<file path="src/rtl/tpg_pkg.sv">
// Shared types and constants for the tile pattern generator.
// Holds the display mode encoding, pipeline depth and RGB field layout.
package tpg_pkg;

  typedef enum logic [1:0] {
    MODE_STATIC  = 2'd0,
    MODE_HSCROLL = 2'd1,
    MODE_VSCROLL = 2'd2,
    MODE_CHECKER = 2'd3
  } tpg_mode_e;

  localparam int LATENCY = 3;

  localparam int R_HI = 23;
  localparam int R_LO = 16;
  localparam int G_HI = 15;
  localparam int G_LO = 8;
  localparam int B_HI = 7;
  localparam int B_LO = 0;

  localparam int H_ACTIVE_DEF = 640;
  localparam int V_ACTIVE_DEF = 480;

  localparam logic [23:0] RGB_WHITE = 24'hFF_FFFF;

  // Index width for a counter over n values, never narrower than one bit.
  function automatic int idx_w(int n);
    return (n > 1) ? $clog2(n) : 1;
  endfunction

endpackage

</file>
<file path="src/rtl/tpg_frame_ctrl.sv">
// Frame-synchronous control: vSync rising-edge detect, KEY actions and mode latch.
// Offsets and mode only move on a vSync rising edge, so they are stable for a whole frame.
module tpg_frame_ctrl
  import tpg_pkg::*;
#(
  parameter int COLS = 8,
  parameter int ROWS = 8
) (
  input  logic                     clk,
  input  logic                     reset,
  input  logic                     vsync,
  input  logic [2:0]               key,
  input  logic [1:0]               sw_mode,
  output logic [idx_w(COLS)-1:0]   hoff,
  output logic [idx_w(ROWS)-1:0]   voff,
  output tpg_mode_e                mode
);

  localparam int CW = idx_w(COLS);
  localparam int RW = idx_w(ROWS);

  logic            vsync_prev_reg;
  logic            vsync_rise;
  logic [CW-1:0]   hoff_reg, hoff_next;
  logic [RW-1:0]   voff_reg, voff_next;
  tpg_mode_e       mode_reg, mode_next;

  assign vsync_rise = vsync & ~vsync_prev_reg;

  // KEY[2] clears both offsets and wins over the advance buttons; KEY[0]/KEY[1] are independent.
  always_comb begin
    hoff_next = hoff_reg;
    voff_next = voff_reg;
    mode_next = mode_reg;
    if (vsync_rise) begin
      mode_next = tpg_mode_e'(sw_mode);
      if (!key[2]) begin
        hoff_next = '0;
        voff_next = '0;
      end else begin
        if (!key[0]) hoff_next = (hoff_reg == CW'(COLS - 1)) ? '0 : hoff_reg + CW'(1);
        if (!key[1]) voff_next = (voff_reg == RW'(ROWS - 1)) ? '0 : voff_reg + RW'(1);
      end
    end
  end

  always_ff @(posedge clk) begin
    if (reset) begin
      vsync_prev_reg <= 1'b0;
      hoff_reg       <= '0;
      voff_reg       <= '0;
      mode_reg       <= MODE_STATIC;
    end else begin
      vsync_prev_reg <= vsync;
      hoff_reg       <= hoff_next;
      voff_reg       <= voff_next;
      mode_reg       <= mode_next;
    end
  end

  assign hoff = hoff_reg;
  assign voff = voff_reg;
  assign mode = mode_reg;

endmodule

</file>
<file path="src/rtl/tile_pattern_gen.sv">
// Maps the raster onto a COLS x ROWS tile grid, fetches tile colours from an external
// synchronous palette and drives the DAC pins with a fixed three-cycle latency.
module tile_pattern_gen
  import tpg_pkg::*;
#(
  parameter int H_ACTIVE = H_ACTIVE_DEF,
  parameter int V_ACTIVE = V_ACTIVE_DEF,
  parameter int COLS     = 8,
  parameter int ROWS     = 8,
  parameter int ADDR_W   = 6
) (
  input  logic              clk,
  input  logic              reset,
  input  logic [31:0]       hPixel,
  input  logic [31:0]       line,
  input  logic              video_active,
  input  logic              vSync,
  input  logic [2:0]        KEY,
  input  logic [9:0]        SW,
  output logic [ADDR_W-1:0] mem_addr,
  input  logic [23:0]       mem_q,
  output logic [7:0]        VGA_R,
  output logic [7:0]        VGA_G,
  output logic [7:0]        VGA_B,
  output logic              active_out
);

  localparam int TILE_W = H_ACTIVE / COLS;
  localparam int TILE_H = V_ACTIVE / ROWS;
  localparam int CW     = idx_w(COLS);
  localparam int RW     = idx_w(ROWS);
  localparam int HSUB_W = idx_w(TILE_W);
  localparam int VSUB_W = idx_w(TILE_H);
  localparam int DEPTH  = LATENCY - 1;
  localparam int LAST   = DEPTH - 1;

  logic [CW-1:0]     hoff, col_reg, col_cur, col_eff, col_scr;
  logic [CW:0]       col_sum;
  logic [RW-1:0]     voff, row_reg, row_cur, row_eff, row_scr;
  logic [RW:0]       row_sum;
  logic [HSUB_W-1:0] hsub_reg, hsub_cur;
  logic [VSUB_W-1:0] vsub_reg, vsub_cur;
  logic [31:0]       line_prev_reg;
  logic              in_view;
  tpg_mode_e         mode;
  logic [ADDR_W-1:0] addr_next;
  logic [23:0]       rgb_sel;
  logic              act_pipe_reg  [DEPTH];
  logic              chk_pipe_reg  [DEPTH];
  tpg_mode_e         mode_pipe_reg [DEPTH];
  logic              unused_sw;

  assign unused_sw = ^SW[9:2];

  tpg_frame_ctrl #(
    .COLS (COLS),
    .ROWS (ROWS)
  ) u_frame_ctrl (
    .clk     (clk),
    .reset   (reset),
    .vsync   (vSync),
    .key     (KEY),
    .sw_mode (SW[1:0]),
    .hoff    (hoff),
    .voff    (voff),
    .mode    (mode)
  );

  // Sub-tile counters replace the divider: columns step every pixel, rows on each new line.
  always_comb begin
    col_cur  = col_reg;
    hsub_cur = hsub_reg;
    if (hPixel == '0) begin
      col_cur  = '0;
      hsub_cur = '0;
    end else if (hsub_reg == HSUB_W'(TILE_W - 1)) begin
      hsub_cur = '0;
      col_cur  = (col_reg == CW'(COLS - 1)) ? '0 : col_reg + CW'(1);
    end else begin
      hsub_cur = hsub_reg + HSUB_W'(1);
    end
  end

  always_comb begin
    row_cur  = row_reg;
    vsub_cur = vsub_reg;
    if (line == '0) begin
      row_cur  = '0;
      vsub_cur = '0;
    end else if (line != line_prev_reg) begin
      if (vsub_reg == VSUB_W'(TILE_H - 1)) begin
        vsub_cur = '0;
        row_cur  = (row_reg == RW'(ROWS - 1)) ? '0 : row_reg + RW'(1);
      end else begin
        vsub_cur = vsub_reg + VSUB_W'(1);
      end
    end
  end

  always_ff @(posedge clk) begin
    if (reset) begin
      col_reg       <= '0;
      hsub_reg      <= '0;
      row_reg       <= '0;
      vsub_reg      <= '0;
      line_prev_reg <= '0;
    end else begin
      col_reg       <= col_cur;
      hsub_reg      <= hsub_cur;
      row_reg       <= row_cur;
      vsub_reg      <= vsub_cur;
      line_prev_reg <= line;
    end
  end

  assign in_view = (hPixel < 32'(H_ACTIVE)) && (line < 32'(V_ACTIVE));
  assign col_eff = in_view ? col_cur : '0;
  assign row_eff = in_view ? row_cur : '0;

  // Both operands are below the modulus, so one conditional subtract is a full wrap.
  always_comb begin
    col_sum = (CW+1)'(col_eff) + (CW+1)'(hoff);
    row_sum = (RW+1)'(row_eff) + (RW+1)'(voff);
    col_scr = (col_sum >= (CW+1)'(COLS)) ? CW'(col_sum - (CW+1)'(COLS)) : CW'(col_sum);
    row_scr = (row_sum >= (RW+1)'(ROWS)) ? RW'(row_sum - (RW+1)'(ROWS)) : RW'(row_sum);
    case (mode)
      MODE_HSCROLL: addr_next = ADDR_W'(row_eff) * ADDR_W'(COLS) + ADDR_W'(col_scr);
      MODE_VSCROLL: addr_next = ADDR_W'(row_scr) * ADDR_W'(COLS) + ADDR_W'(col_eff);
      default:      addr_next = ADDR_W'(row_eff) * ADDR_W'(COLS) + ADDR_W'(col_eff);
    endcase
  end

  always_ff @(posedge clk) begin
    if (reset) begin
      mem_addr <= '0;
      for (int i = 0; i < DEPTH; i++) begin
        act_pipe_reg[i]  <= 1'b0;
        chk_pipe_reg[i]  <= 1'b0;
        mode_pipe_reg[i] <= MODE_STATIC;
      end
    end else begin
      mem_addr         <= addr_next;
      act_pipe_reg[0]  <= video_active;
      chk_pipe_reg[0]  <= col_eff[0] ^ row_eff[0];
      mode_pipe_reg[0] <= mode;
      for (int i = 1; i < DEPTH; i++) begin
        act_pipe_reg[i]  <= act_pipe_reg[i-1];
        chk_pipe_reg[i]  <= chk_pipe_reg[i-1];
        mode_pipe_reg[i] <= mode_pipe_reg[i-1];
      end
    end
  end

  always_comb begin
    rgb_sel = '0;
    if (act_pipe_reg[LAST]) begin
      if (mode_pipe_reg[LAST] == MODE_CHECKER) rgb_sel = chk_pipe_reg[LAST] ? RGB_WHITE : '0;
      else                                     rgb_sel = mem_q;
    end
  end

  always_ff @(posedge clk) begin
    if (reset) begin
      VGA_R      <= '0;
      VGA_G      <= '0;
      VGA_B      <= '0;
      active_out <= 1'b0;
    end else begin
      VGA_R      <= rgb_sel[R_HI:R_LO];
      VGA_G      <= rgb_sel[G_HI:G_LO];
      VGA_B      <= rgb_sel[B_HI:B_LO];
      active_out <= act_pipe_reg[LAST];
    end
  end

endmodule

</file>
<file path="config.mk">
export PLATFORM = sky130hd
export DESIGN_NAME = tile_pattern_gen
export DESIGN_NICKNAME = d
export VERILOG_FILES = /design/src/rtl/tpg_pkg.sv /design/src/rtl/tpg_frame_ctrl.sv /design/src/rtl/tile_pattern_gen.sv
export SDC_FILE = /design/constraint.sdc
export NUM_CORES = 1
export LEC_CHECK = 0
export ABC_AREA = 1
export BUFFER_PORTS_ARGS = -buffer_cell sky130_fd_sc_hd__buf_2
export CELL_PAD_IN_SITES_DETAIL_PLACEMENT = 0
export CELL_PAD_IN_SITES_GLOBAL_PLACEMENT = 1
export CORE_MARGIN = 1.5
export CORE_UTILIZATION = 40
export CTS_BUF_LIST = sky130_fd_sc_hd__clkbuf_8
export DETAILED_ROUTE_END_ITERATION = 8
export PLACE_DENSITY_LB_ADDON = 0.1
export SYNTH_ARGS = -nofsm -noshare
export SYNTH_HDL_FRONTEND = slang
export SYNTH_SLANG_ARGS = --single-unit
</file>
<file path="constraint.sdc">
create_clock -name clk -period 7.45 [get_ports clk]
set_input_delay 0.745 -clock clk [delete_from_list [all_inputs] [get_ports clk]]
set_output_delay 0.745 -clock clk [all_outputs]
set_load 0.05 [all_outputs]
</file>
# Word-level counts from Yosys, hierarchy flattened
# Memories as Yosys holds them, arrays and structs flattened.
# Cells that the tools add are included.
[classes] n_addsub=13 magnitude_cmp=4 n_eq_ne=12 n_mux=30 bitwise_logic=10 n_reduce_logical=8
[op_table] op="32-bit zero test" count=2
[op_table] op="3-bit 2-to-1 mux" count=17
[op_table] op="24-bit 2-to-1 mux" count=2
[op_table] op="32-bit by 10-bit < comparator with 1-bit output (second input constant)" count=1
[op_table] op="32-bit by 9-bit < comparator with 1-bit output (second input constant)" count=1
[op_table] op="32-bit != test" count=1
[op_table] op="6-bit by 3-bit adder with 6-bit output" count=3
[op_table] op="3-bit by 1-bit adder with 3-bit output (second input constant)" count=4
[op_table] op="3-bit == test (second input constant)" count=4
[op_table] op="6-bit case mux with 2 select lines" count=1
[op_table] op="3-bit by 3-bit adder with 4-bit output" count=2
[op_table] op="4-bit >= comparator (second input constant)" count=2
[op_table] op="7-bit by 1-bit adder with 7-bit output (second input constant)" count=1
[op_table] op="7-bit == test (second input constant)" count=1
[op_table] op="1-bit 2-to-1 mux" count=7
[op_table] op="6-bit by 1-bit adder with 6-bit output (second input constant)" count=1
[op_table] op="6-bit == test (second input constant)" count=1
[op_table] op="6-bit 2-to-1 mux" count=1
[op_table] op="1-bit OR" count=6
[op_table] op="3-bit by 1-bit subtractor with 3-bit output (second input constant)" count=2
[op_table] op="2-bit == test (second input constant)" count=2
[op_table] op="2-bit 2-to-1 mux" count=2
[op_table] op="2-bit != test (second input constant)" count=2
[op_table] op="2-bit AND reduction" count=2
[op_table] op="other kinds (7)" count=9
[totals] reg_bits=91 ramBits=8 inputBits=105 out_inout_bits=31 wordCells=94 mem_count=3
[mem_list] memory="mode_pipe_reg" words=2 word_bits=2 rd=2 rd_ports_with_merged_regs=0 wr=2 line="tile_pattern_gen.sv:50" text="tpg_mode_e mode_pipe_reg [DEPTH];"
[mem_list] memory="act_pipe_reg" words=2 word_bits=1 rd=2 rd_ports_with_merged_regs=0 wr=2 line="tile_pattern_gen.sv:48" text="logic act_pipe_reg [DEPTH];"
[mem_list] memory="chk_pipe_reg" words=2 word_bits=1 rd=2 rd_ports_with_merged_regs=0 wr=2 line="tile_pattern_gen.sv:49" text="logic chk_pipe_reg [DEPTH];"

# Logic depth before layout (Yosys ltp)
[logic_depth] depth_word=11 depth_mapped=21 mapped_depth_nobuf=21

# Modules after synthesis
# A second synthesis with hierarchy kept.
[hier_totals] cells_unflattened=624 hier_area_um2=4553.1
[by_module_without_submodules] module="tile_pattern_gen" n_inst=1 cells_per_inst=560 area_each_um2=4093.9 seq_area_each_um2=1801.7
[by_module_without_submodules] module="tpg_frame_ctrl" n_inst=1 cells_per_inst=64 area_each_um2=459.2 seq_area_each_um2=180.2

# Worst setup path before layout
# No wires, ideal clock.
[synth_path] path_type="input -> register" startpoint="input line[21]" endpoint="register mem_addr[5]" setup_ns=0.113 arrival_ns=2.544 required_ns=7.337 path_slack_ns=4.793 cell_stages=17 path_buffers=0 cell_sequence="inv_1 > nand4_1 > nor2_1 > nand2_1 > nor2_1 > inv_1 > nand3_1 > nor2_1 > ha_1 > fa_1 > xnor2_1 > nand2_1 > nand2_1 > inv_1 > nand4_1 > nand2_1 > nor2_1"
[synth_via] elab_chain_len=9 elab_cells_between_ends=20 cone_classes="add/sub (7); order compare (3); eq/ne (1); mux (7); reduce/logical (2)"
[synth_rtl] item="from (decl)" line="tile_pattern_gen.sv:15" text="input logic [31:0] line,"
[synth_rtl] item="parallel branches: the longest is 8 deep, another holds 32-bit by 9-bit < comparator with 1-bit output"
[synth_rtl] item="6-bit case mux with 2 select lines (*)" line="tile_pattern_gen.sv:126" text="case (mode)"
[synth_rtl] item="to (signal assigned)" line="tile_pattern_gen.sv:142" text="mem_addr <= addr_next;"
[synth_rtl] item="to (decl)" line="tile_pattern_gen.sv:20" text="output logic [ADDR_W-1:0] mem_addr,"
# Mark *: on every way between the ends.
# A chain may end at the register's enable or synchronous reset.

# Worst setup path after layout
[layout_path] startpoint="register vsub_reg[0]" endpoint="register mem_addr[5]"
[layout_via] elab_chain_len=10 elab_cells_between_ends=13 cone_classes="add/sub (5); order compare (1); eq/ne (1); mux (6)"
[layout_rtl] item="from (decl)" line="tile_pattern_gen.sv:42" text="logic [VSUB_W-1:0] vsub_reg, vsub_cur;"
[layout_rtl] item="from (signal assigned)" line="tile_pattern_gen.sv:111" text="vsub_reg <= vsub_cur;"
[layout_rtl] item="6-bit == test (*)" line="tile_pattern_gen.sv:91" text="if (vsub_reg == VSUB_W'(TILE_H - 1)) begin"
[layout_rtl] item="3-bit 2-to-1 mux (*)" line="tile_pattern_gen.sv:91"
[layout_rtl] item="3-bit 2-to-1 mux (*)" line="tile_pattern_gen.sv:90" text="end else if (line != line_prev_reg) begin"
[layout_rtl] item="3-bit 2-to-1 mux (*)" line="tile_pattern_gen.sv:87" text="if (line == '0) begin"
[layout_rtl] item="3-bit 2-to-1 mux (*)" line="tile_pattern_gen.sv:118" text="assign row_eff = in_view ? row_cur : '0;"
[layout_rtl] item="3-bit by 3-bit adder with 4-bit output" line="tile_pattern_gen.sv:123" text="row_sum = (RW+1)'(row_eff) + (RW+1)'(voff);"
[layout_rtl] item="4-bit >= comparator or 3-bit by 1-bit subtractor with 3-bit output (tied branches)" line="tile_pattern_gen.sv:125" text="row_scr = (row_sum >= (RW+1)'(ROWS)) ? RW'(row_sum - (RW+1)'(ROWS)) : RW'(row_sum);"
[layout_rtl] item="3-bit 2-to-1 mux" line="tile_pattern_gen.sv:125"
[layout_rtl] item="6-bit by 3-bit adder with 6-bit output" line="tile_pattern_gen.sv:128" text="MODE_VSCROLL: addr_next = ADDR_W'(row_scr) * ADDR_W'(COLS) + ADDR_W'(col_eff);"
[layout_rtl] item="6-bit case mux with 2 select lines (*)" line="tile_pattern_gen.sv:126"
# Every way passes the cells marked *; elsewhere a longest branch is shown, timed or not.

==> flow_metrics.py <==
metrics = {
    "layout": {
        "fillers": 1075,
        "synthToLayoutAreaGrowth_pct": 22.8,
        "largest_register_ffs": 32,
        "nets": 861,
        "drive_gt1_share_pct": 20.9,
        "final_area_um2": 5430,
        "post-route-util_pct": 50.3,
        "antennaDiodeCount": 0,
    },
    "sta": {
        "finalCritPeriodShare_pct": 39.0,
        "tightest_slew_ns": 0.845,
        "max_freq_mhz": 344,
        "rsz0062_at_grt": "false",
        "finalMaxSlewViolations": 0,
        "setup_tns_ns": 0,
        "timing.hold.ws_ns": 0.403,
        "slew_headroom_pct": 43.5,
        "finClkSkew_ns": 0.00783,
        "finalSetupViolations": 0,
        "report.final.hold_viol_count": 0,
        "fin_crit_ns": 2.91,
    },
    "yosys": {
        "syn_area_um2": 4420,
        "ys_top_cells_by_area": "dfxtp_1, nand2_1, nor2_1",
        "syn_avg_cell_area_um2": 7.21,
        "yosysUniqueCellTypes": 27,
        "synth_top_cell_by_area": "dfxtp_1",
        "syn_inst": 614,
        "syn_nets": 735,
        "synth_warnings": 0,
        "ys_seq_area_share_pct": 44.8,
        "synth.top_cell.area_share_pct": 44.8,
        "ys_ff_latch": 99,
    },
    "grt": {
        "grt_overflow": 0,
        "grt_pass1_wl_um": 16800,
        "antenna_found_initial": 1,
        "grt_pass1_vias": 3826,
        "grt_usage_pct": 18.3,
        "grt_start_max_net_pins": 55,
    },
    "routing": {
        "firstDrtPassIters": 4,
        "wl_per_cell_um": 11.3,
        "drt_wl_total_um": 9960,
        "drc": 0,
        "vias": 4032,
        "antenna_left": 0,
        "via_per_inst": 4.56,
        "drtIter0Drc": 198,
    },
    "cts": {
        "insertion_delay_ns": 0.37,
        "postCtsResizedCells": 0,
        "cts-root-buf": "clkbuf_8",
        "postCtsSetupBuffers": 0,
        "htree_levels": 3,
        "cts_tree": "done",
        "clk_pin_slew_ns": 0.09,
        "cts_max_path_buffers": 2,
        "postCtsHoldBufs": 0,
        "cts_sinks": 99,
        "numCtsBuffers": 9,
    },
    "setup_path": {
        "end_kind": "flop",
        "crit_chain": "ha_1 -> nand3_1 -> nor2_1 -> o21ai_0 -> o21ai_0 -> nand2_1 -> nand3_1 -> nor2_1 -> ha_1 -> fa_1 -> xnor2_1 -> nand2_1 -> nand2_1 -> inv_1 -> nand4_1 -> nand2_1 -> nor2_1",
        "crit_path_max_fanout": 7,
        "cpMostUsedCell": "nand2_1",
        "worstSetupPathType": "flop to flop",
        "crit_arrival_ns": 3.21,
        "worst_path_max_delay_cell": "dfxtp_1",
        "cp-start-kind": "flop",
        "critical-path-max-stage-delay_ns": 0.40,
        "worstPathRequired_ns": 7.75,
    },
    "place": {
        "place_area_um2": 5190,
        "place_hpwl_um": 7730,
        "io_buffer_count": 127,
        "place_congestion": 0.823,
    },
    "status": {
        "status": "finished clean",
    },
    "floorplan": {
        "dieArea_um2": 11700,
        "initial_utilization_pct": 41.0,
        "die_w_um": 108,
        "pin_count": 136,
        "die_y_um": 108,
        "core_um2": 10800,
        "rows": 38,
    },
    "pwr": {
        "max-vdd-ir-drop_mv": 0.0973,
        "p_leak_uw": 0.00275,
        "p_per_area_nw_per_um2": 201,
    },
    "worst_hold_path": {
        "min_path_type": "flop to flop",
    },
    "job": {
        "drv_cap": 0,
    },
}
power breakdown:
part           internal [uW]  switching [uW]  total, uW
registers                547            9.12        556
clock network            230             182        412
logic                   50.2            71.0        121
cells by family after synthesis:
logic type / after synthesis / share of synthesized area [%]
and+or+nand+nor: 316 / 29.4
DFF: 99 / 44.8
buffers and inverters: 96 / 8.23
muxes: 1 / 0.226
adders and majority gates: 16 / 4.86
xor gates and xnor gates: 29 / 5.74
AOI/OAI and AO/OA: 57 / 6.76
layer usage:
metal	global-route usage [%]	vias up	wire [um]
li1	-	2136	-
met4	8.08	2	150
met2	30.3	121	4320
met5	0	-	13
met3	4.28	12	727
met1	22.6	1761	4750
through the flow:
| step | cells | power [uW] | worst slack [ns] |
|---|---|---|---|
| 4_1_cts | 885 | 1110 | 4.49 |
| 6_report | 885 | 1090 | 4.54 |
| 3_5_place_dp | 869 | 691 | 4.14 |
| 3_3_place_gp | 869 | 688 | 4.18 |
| 2_1_floorplan | 614 | 642 | 4.79 |
| 5_1_grt | 885 | 1150 | 4.17 |
path summary, 6_finish.rpt:
| path | startpoint | endpoint | slack [ns] | cells past startpoint |
|---|---|---|---|---|
| max | vsub_reg[0]$_SDFFE_PP0N_ | mem_addr[5]$_SDFF_PP0_ | 4.54 | 17 |
| min | act_pipe_reg[0][0]$_SDFF_PP0_ | act_pipe_reg[0][1]$_SDFF_PP0_ | 0.40 | 2 |
| max reg2reg | vsub_reg[0]$_SDFFE_PP0N_ | mem_addr[5]$_SDFF_PP0_ | 4.54 | 17 |
| min reg2reg | act_pipe_reg[0][0]$_SDFF_PP0_ | act_pipe_reg[0][1]$_SDFF_PP0_ | 0.40 | 2 |
synthesized netlist by cell type, drive strengths merged:
master	n
ha	14
mux2i	1
clkbuf	12
xor2	6
nand2	146
or2	2
nor3	7
o21ai	13
nor2	125
fa	2
nand3	20
a21oi	43
a21boi	1
dfxtp	99
nand4	10
nand3b	2
nor4	4
inv	83
xnor2	23
buf	1
final cells by class:
type	count	area (um2)	share of cell area [%]
multi-input combinational	419	2080	38.3
sequential	99	1980	36.5
timing repair buffer	128	643	11.8
inverter	83	312	5.74
tap	140	175	3.23
clock buffer	10	138	2.53
clock inverter	6	104	1.91
critical path: cells and delay by family, from the launching register on:
kind	cells	cell delay [ns]
AO/OA/AOI/OAI	2	0.25
XOR/XNOR	1	0.20
adder cells (fa/ha/maj)	3	0.79
buffers and inverters	1	0.04
flip-flops	1	0.40
AND/OR/NAND/NOR	10	1.15
cells in the final DEF, fill, tap and decap left out, types with 3 or more instances in the layout:
master / n
bufinv_16: 3
buf_2: 127
inv_1: 82
nand2_1: 145
a21oi_2: 3
nand4_1: 10
a21oi_1: 40
xor2_1: 6
ha_1: 14
xnor2_1: 23
nand3_1: 20
nor2_1: 123
nor3_1: 5
nor4_1: 3
dfxtp_1: 99
clkbuf_8: 10
o21ai_0: 12
Note: power is estimated with default switching activity, not from simulation.
